--- src/rtl/uart_mmio_pkg.sv ---
// Register offsets, STATUS bit positions and an address-decode helper for uart_mmio_if.
package uart_mmio_pkg;

  localparam logic [3:0] UART_STATUS_OFF = 4'h0;
  localparam logic [3:0] UART_RX_OFF     = 4'h4;
  localparam logic [3:0] UART_TX_OFF     = 4'h8;

  localparam int TX_FREE_BIT  = 0;
  localparam int RX_AVAIL_BIT = 1;
  localparam int RX_OVF_BIT   = 2;
  localparam int RX_IE_BIT    = 4;
  localparam int TX_IE_BIT    = 5;

  // Word-aligned register offset; the byte-lane bits never take part in decode.
  function automatic logic [3:0] reg_off(input logic [3:0] addr);
    return {addr[3:2], 2'b00};
  endfunction

endpackage

--- src/rtl/uart_rx_fifo.sv ---
// Synchronous first-word-fall-through byte FIFO buffering received UART bytes.
module uart_rx_fifo #(
  parameter int DEPTH = 8,
  parameter int PTR_W = $clog2(DEPTH)
) (
  input  logic       clk,
  input  logic       rst_n,
  input  logic       push,
  input  logic [7:0] din,
  output logic       full,
  input  logic       pop,
  output logic [7:0] dout,
  output logic       empty
);

  localparam logic [PTR_W:0] FULL_CNT = DEPTH[PTR_W:0];

  logic [7:0]     mem [DEPTH];
  logic [PTR_W-1:0] wr_ptr;
  logic [PTR_W-1:0] rd_ptr;
  logic [PTR_W:0]   count;
  logic             do_push;
  logic             do_pop;

  assign full  = (count == FULL_CNT);
  assign empty = (count == '0);
  assign dout  = mem[rd_ptr];

  // A pop frees the slot in the same cycle, so a push into a full FIFO is taken then.
  assign do_pop  = pop & ~empty;
  assign do_push = push & (~full | do_pop);

  always_ff @(posedge clk) begin
    if (do_push) mem[wr_ptr] <= din;
  end

  always_ff @(posedge clk) begin
    if (!rst_n) begin
      wr_ptr <= '0;
      rd_ptr <= '0;
      count  <= '0;
    end else begin
      if (do_push) wr_ptr <= wr_ptr + 1'b1;
      if (do_pop)  rd_ptr <= rd_ptr + 1'b1;
      case ({do_push, do_pop})
        2'b10:   count <= count + 1'b1;
        2'b01:   count <= count - 1'b1;
        default: count <= count;
      endcase
    end
  end

endmodule

--- src/rtl/uart_mmio_if.sv ---
// CPU memory-mapped front-end for uart_core: TX holding register, RX FIFO, STATUS.
// Define UART_MMIO_IRQ_EN to add the irq output and the rx_ie/tx_ie enables.
//
// TX holding register states:
//   state   | meaning
//   TX_IDLE | no byte held, tx_valid=0, TX_DATA writes accepted
//   TX_FULL | byte held on tx_data, tx_valid=1, waits for tx_ready
module uart_mmio_if
  import uart_mmio_pkg::*;
#(
  parameter int RX_FIFO_DEPTH = 8,
  parameter int RX_PTR_W      = $clog2(RX_FIFO_DEPTH)
) (
  input  logic        clk,
  input  logic        rst_n,
  input  logic        bus_en,
  input  logic        bus_we,
  input  logic [3:0]  bus_addr,
  input  logic [31:0] bus_wdata,
  output logic [31:0] bus_rdata,
`ifdef UART_MMIO_IRQ_EN
  output logic        irq,
`endif
  output logic [7:0]  tx_data,
  output logic        tx_valid,
  input  logic        tx_ready,
  input  logic [7:0]  rx_data,
  input  logic        rx_valid,
  output logic        rx_ready
);

  localparam logic [0:0] TX_IDLE = 1'b0;
  localparam logic [0:0] TX_FULL = 1'b1;

  logic [0:0]  tx_state;
  logic        rd_req;
  logic        wr_req;
  logic        rd_rx;
  logic        wr_tx;
  logic        wr_status;
  logic        fifo_full;
  logic        fifo_empty;
  logic [7:0]  fifo_dout;
  logic        ovf_evt;
  logic        rx_ovf;
  logic        rx_ie;
  logic        tx_ie;
  logic [31:0] status_val;
  logic [31:0] rd_val;
  logic        unused_bits;

  assign rd_req    = bus_en & ~bus_we;
  assign wr_req    = bus_en & bus_we;
  assign rd_rx     = rd_req & (reg_off(bus_addr) == UART_RX_OFF);
  assign wr_tx     = wr_req & (reg_off(bus_addr) == UART_TX_OFF);
  assign wr_status = wr_req & (reg_off(bus_addr) == UART_STATUS_OFF);

  assign rx_ready    = rst_n;
  assign tx_valid    = (tx_state == TX_FULL);
  assign unused_bits = &{1'b0, bus_wdata[31:8], bus_addr[1:0]};

  uart_rx_fifo #(
    .DEPTH (RX_FIFO_DEPTH),
    .PTR_W (RX_PTR_W)
  ) u_rx_fifo (
    .clk   (clk),
    .rst_n (rst_n),
    .push  (rx_valid),
    .din   (rx_data),
    .full  (fifo_full),
    .pop   (rd_rx),
    .dout  (fifo_dout),
    .empty (fifo_empty)
  );

  // A full FIFO with a same-cycle pop still accepts the byte, so that is not an overflow.
  assign ovf_evt = rx_valid & fifo_full & ~rd_rx;

  always_comb begin
    status_val               = '0;
    status_val[TX_FREE_BIT]  = ~tx_valid;
    status_val[RX_AVAIL_BIT] = ~fifo_empty;
    status_val[RX_OVF_BIT]   = rx_ovf;
    status_val[RX_IE_BIT]    = rx_ie;
    status_val[TX_IE_BIT]    = tx_ie;
  end

  always_comb begin
    rd_val = '0;
    case (reg_off(bus_addr))
      UART_STATUS_OFF: rd_val = status_val;
      UART_RX_OFF:     rd_val = fifo_empty ? 32'h0 : {24'h0, fifo_dout};
      default:         rd_val = '0;
    endcase
  end

  always_ff @(posedge clk) begin
    if (!rst_n) begin
      bus_rdata <= '0;
    end else if (rd_req) begin
      bus_rdata <= rd_val;
    end
  end

  always_ff @(posedge clk) begin
    if (!rst_n) begin
      tx_state <= TX_IDLE;
      tx_data  <= '0;
    end else begin
      case (tx_state)
        TX_IDLE: begin
          if (wr_tx) begin
            tx_data  <= bus_wdata[7:0];
            tx_state <= TX_FULL;
          end
        end
        default: begin
          if (tx_ready) tx_state <= TX_IDLE;
        end
      endcase
    end
  end

  always_ff @(posedge clk) begin
    if (!rst_n) begin
      rx_ovf <= 1'b0;
    end else if (ovf_evt) begin
      rx_ovf <= 1'b1;
    end else if (wr_status & bus_wdata[RX_OVF_BIT]) begin
      rx_ovf <= 1'b0;
    end
  end

`ifdef UART_MMIO_IRQ_EN
  always_ff @(posedge clk) begin
    if (!rst_n) begin
      rx_ie <= 1'b0;
      tx_ie <= 1'b0;
      irq   <= 1'b0;
    end else begin
      if (wr_status) begin
        rx_ie <= bus_wdata[RX_IE_BIT];
        tx_ie <= bus_wdata[TX_IE_BIT];
      end
      irq <= (rx_ie & ~fifo_empty) | (tx_ie & ~tx_valid) | rx_ovf;
    end
  end
`else
  assign rx_ie = 1'b0;
  assign tx_ie = 1'b0;
`endif

endmodule

--- config.mk ---
export PLATFORM = sky130hd
export DESIGN_NAME = uart_mmio_if
export DESIGN_NICKNAME = d
export VERILOG_FILES = /design/src/rtl/uart_mmio_pkg.sv /design/src/rtl/uart_rx_fifo.sv /design/src/rtl/uart_mmio_if.sv
export SDC_FILE = /design/constraint.sdc
export NUM_CORES = 1
export LEC_CHECK = 0
export ABC_AREA = 1
export CORE_MARGIN = 4
export CORE_UTILIZATION = 40
export DETAILED_ROUTE_END_ITERATION = 12
export PLACE_DENSITY_LB_ADDON = 0.25
export SETUP_SLACK_MARGIN = 0.1
export SLEW_MARGIN = 20
export SYNTH_ARGS = -nofsm -noshare
export SYNTH_HDL_FRONTEND = slang
export SYNTH_SLANG_ARGS = --single-unit
--- constraint.sdc ---
create_clock -name clk -period 4.1 [get_ports clk]
set_input_delay 0.82 -clock clk [delete_from_list [all_inputs] [get_ports clk]]
set_output_delay 0.82 -clock clk [all_outputs]
set_load 0.01 [all_outputs]
==> results.txt <==
----------------------------------------------------
[Outcome]
  Status ... finished clean

[Global routing]
  Via count of the first global-routing pass ... ~2700
  Initial antenna violation count ... 0
  Pin count of the biggest net entering global routing ... 37
  First-pass GRT wire length ... roughly 14 mm
  Total overflow reported by the global router ... 0
  Overall track demand over capacity in global routing ... ~16%

[Pwr]
  Proportion of power drawn by flip-flops and latches ... between 50% and 60%
  Clock network fraction of total power ... a little over a third
  Net Sw Frac ... around a quarter
  Leak pwr ... approximately 0.0018 uW
  IR Drop Worst-Case VDD ... approximately 0.17 mV
  Power per Cell Area ... 402.1 mW/mm^2
  Internal cell power ... approximately 1500 uW
  Logic gate share of total power ... approximately 8.8%
  Total net switching power ... ~460 uW

[Critical path]
  FF-to-FF Start ... u_rx_fifo.count[0]
  Type of the setup path with the least slack ... in2reg
  Worst flop-to-flop path endpoint ... u_rx_fifo.count[2]
  CP Data Arrival Time ... around 3.3 ns
  Cell depth of the worst flop-to-flop path ... 13
  Crit Path Max Fanout ... 11
  Endpoint class of the critical path ... flop
  Critical Path Start Type ... input port
  Required arrival time at the worst endpoint ... approximately 4.4 ns
  Slack of the worst reg-to-reg path ... between 1.5 and 2 ns

[Place]
  Placed wire-length estimate after detailed placement ... 5.784 mm
  Dpl cells ... approximately 580
  Quantity of I/O buffers inserted on ports ... 41
  Final weighted congestion of routability-driven global placement ... between 0.8 and 0.9
  DP Area ... between 0.004 and 0.005 mm^2

[Final layout]
  Area added between synthesis and finish ... 15.70%
  Final std cell area, no fill ... approximately 0.0048 mm^2
  Layout cell share with drive strength beyond 1 ... 8.952%
  Layout filler cell count ... roughly 920
  Diodes inserted ... 0
  Reg area ... ~0.0025 mm^2
  Final #Nets ... 508
  Area of combinational cells with multiple inputs ... approximately 0.0013 mm^2
  Count of placed standard cells in the final layout, fillers left out ... just under 600

[Floorplan]
  Row count ... 36
  Total die area ... about 0.012 mm^2
  Floorplan die height ... around 110 um
  Die Span X ... between 100 and 150 um
  Top-level I/O count ... between 90 and 100
  Core area ... 0.009910 mm^2
  Starting density of the core ... a little over two fifths

[Logic synthesis]
  Mapped Cells ... between 400 and 500
  Largest cells by area after synthesis ... sky130_fd_sc_hd__edfxtp_1, sky130_fd_sc_hd__dfxtp_1, sky130_fd_sc_hd__nor2_1
  Post-Synth XOR/XNOR Area ... 0.6366%
  Combinational family with the most area after synthesis ... simple AND/OR/NAND/NOR gates
  Fraction of the mapped netlist area in simple logic gates ... approximately a fifth
  Most used standard cell by instance count after synthesis ... sky130_fd_sc_hd__nor2_1
  Synth cell count leaders ... sky130_fd_sc_hd__nor2_1, sky130_fd_sc_hd__edfxtp_1, sky130_fd_sc_hd__nand2_1, sky130_fd_sc_hd__o21ai_0, sky130_fd_sc_hd__nand3_1
  Post-synthesis cell area ... 0.004128 mm^2
  Total of warnings raised by yosys ... 0
  Fraction of registers with async set or reset after synthesis ... 0%
  Post-synthesis compound-gate area fraction ... just under 8%
  Library cell occupying the most area in the post-synthesis netlist ... sky130_fd_sc_hd__edfxtp_1
  Number of flops mapped to enable cells by yosys ... between 60 and 70
  Leading register cell type out of synthesis ... sky130_fd_sc_hd__edfxtp_1
  Arithmetic-cell share of the synthesized area counting full adders, half adders and majority gates ... around 1.5%
  Number of distinct library cell variants in the gate-level netlist after synthesis ... 31
  Mean Syn Cell Area ... 10.04 um^2
  Part of the Yosys area used for sequential elements ... around three fifths
  Share of the synthesized area in the top cell type ... a little under half
  Post-synthesis mux area share ... 0%
  Number of register bits inferred by synthesis ... between 90 and 100

[Routing]
  First-iteration detailed-routing DRC count ... 115
  Routed length per placed instance ... approximately 15 um
  Aggregate routed wire length ... 8.884 mm
  Final ANT Viol Nets ... 0
  Number of iterations in the first detailed-routing pass ... 4
  Detail-routed via count per cell ... 4.685
  Number of vias in the routed layout ... between 2000 and 3000
  Residual DRC ... 0

[Worst hold path]
  Hold_sp ... bus_rdata[5]
  WHS Endpoint ... bus_rdata[5]
  Classification of the worst-slack hold path ... reg2reg
  Worst Hold Depth ... 2

[Clock network]
  Insertion delay of the later-clocked pin in the worst-skew pair ... between 0.3 and 0.4 ns
  Max clock buf depth ... 2
  TritonCTS clock tree ... built
  TritonCTS buffer count ... 9
  Level count of the clock H-tree ... 3
  CTS Sinks ... 95
  Clock transition at the registers of the reported paths ... 0.09 ns
  Number of resized instances in the post-cts repair step ... 0
  Root buffer selected by CTS ... sky130_fd_sc_hd__clkbuf_8
  Post-CTS Setup Bufs ... 0
  Number of buffers inserted by hold repair at cts ... 0

[Timing]
  Number of failing setup endpoints in the final timing report ... 0
  Headroom to the max-slew limit ... between 50 and 60%
  Count of final max-slew check failures ... 0
  Max Clock Skew ... 0.01195 ns
  Top achievable clock speed ... between 300 and 400 MHz
  Setup repair after global routing missed its margin ... false
  Part of the cycle the worst path needs ... between 70% and 80%
  Hold Vio Cnt, Final ... 0
  Period minus WS final ... approximately 3 ns
  Sum Neg Setup Slack ... 0 ns
  Worst slew pin tran ... around 0.74 ns

[Job]
  Maxcap violations ... 0

----------------------------------------------------
-- logic make-up after synthesis --
logic type / Yosys count
AND/OR/NAND/NOR: 179
flip-flops: 95
buffers and inverters: 67
AO/OA/AOI/OAI: 61
adder cells (fa/ha/maj): 5
XOR/XNOR: 3
other: 1
-- sequential cells by signal (all words and copies together), names as in the netlist, named ones only --
| signal | flops |
|---|---|
| u_rx_fifo.rd_ptr | 3 |
| u_rx_fifo.count | 4 |
| tx_valid | 1 |
| u_rx_fifo.wr_ptr | 3 |
| u_rx_fifo.mem | 64 |
| tx_data | 8 |
| bus_rdata | 8 |
| rx_ovf | 1 |
-- final cells by class --
class / instances / area share [%]
clock buffer: 10 / 2.672
tap: 133 / 3.484
sequential: 95 / 53.24
multi-input combinational: 272 / 26.93
inverter: 28 / 2.201
timing repair buffer: 47 / 9.536
clock inverter: 6 / 1.939
-- layout by cell type, fill, tap and decap left out, drive strengths merged --
cell type and instances:
xnor2 1, clkdlybuf4s50 41, o21ai 43, nand4 2
clkinv 3, clkbuf 10, o211ai 2, or2 1
nand3 33, edfxtp 64, buf 6, ha 5
xor2 2, conb 24, dfxtp 31, and3 1
inv 29, a21oi 16, bufinv 2, nor2 91
nor3 2, nand2 49
-- power groups by stage --
stage          sequential (uW)  combinational, uW  clock [uW]
2_1_floorplan             1090                118           0
5_1_grt                   1070                192         742
6_report                  1060                169         687
3_3_place_gp              1090                167           0
4_1_cts                   1070                171         695
3_5_place_dp              1090                170           0
-- layer usage --
metal	vias to the layer above	global-route usage (%)	routed length, um
li1	1407	-	-
met1	1285	20.97	3863
met2	70	26.46	4391
met3	7	2.349	491
met4	0	6.144	138
met5	-	0	0
-- worst max path at each step --
stage | cells past startpoint | to | start | slack (ns)
6_report | 15 | u_rx_fifo.count[2] | bus_we | 1.09
5_1_grt | 15 | u_rx_fifo.count[2] | bus_we | 0.81
4_1_cts | 15 | u_rx_fifo.count[2] | bus_we | 1.08
3_5_place_dp | 15 | u_rx_fifo.count[2] | bus_we | 0.71
3_3_place_gp | 14 | u_rx_fifo.count[2] | bus_en | 0.79
2_1_floorplan | 15 | u_rx_fifo.count[2] | bus_we | 1.75
-- worst max-delay path, cell delays in order --
cell,delay (ns)
sky130_fd_sc_hd__clkdlybuf4s50_1,0.47
sky130_fd_sc_hd__inv_1,0.05
sky130_fd_sc_hd__nand2_1,0.38
sky130_fd_sc_hd__nor2_4,0.08
sky130_fd_sc_hd__o21ai_4,0.12
sky130_fd_sc_hd__inv_2,0.18
sky130_fd_sc_hd__ha_1,0.28
sky130_fd_sc_hd__nand2_1,0.10
sky130_fd_sc_hd__inv_1,0.04
sky130_fd_sc_hd__nor2_1,0.18
sky130_fd_sc_hd__ha_1,0.18
sky130_fd_sc_hd__a21oi_1,0.05
sky130_fd_sc_hd__xnor2_1,0.12
sky130_fd_sc_hd__o21ai_0,0.15
sky130_fd_sc_hd__inv_1,0.05
-- through the flow --
stage | utilization [%] | power (uW) | hold slack [ns] | worst slack, ns
2_1_floorplan | - | 1204 | 0.4436 | 1.753
3_3_place_gp | 45.97 | 1252 | 0.4556 | 0.7935
3_5_place_dp | 45.97 | 1257 | 0.4599 | 0.7148
4_1_cts | 48.19 | 1931 | 0.4731 | 1.084
5_1_grt | 48.19 | 2002 | 0.4974 | 0.8107
6_report | 48.19 | 1920 | 0.4719 | 1.085
Note: power is estimated with default switching activity, not from simulation.
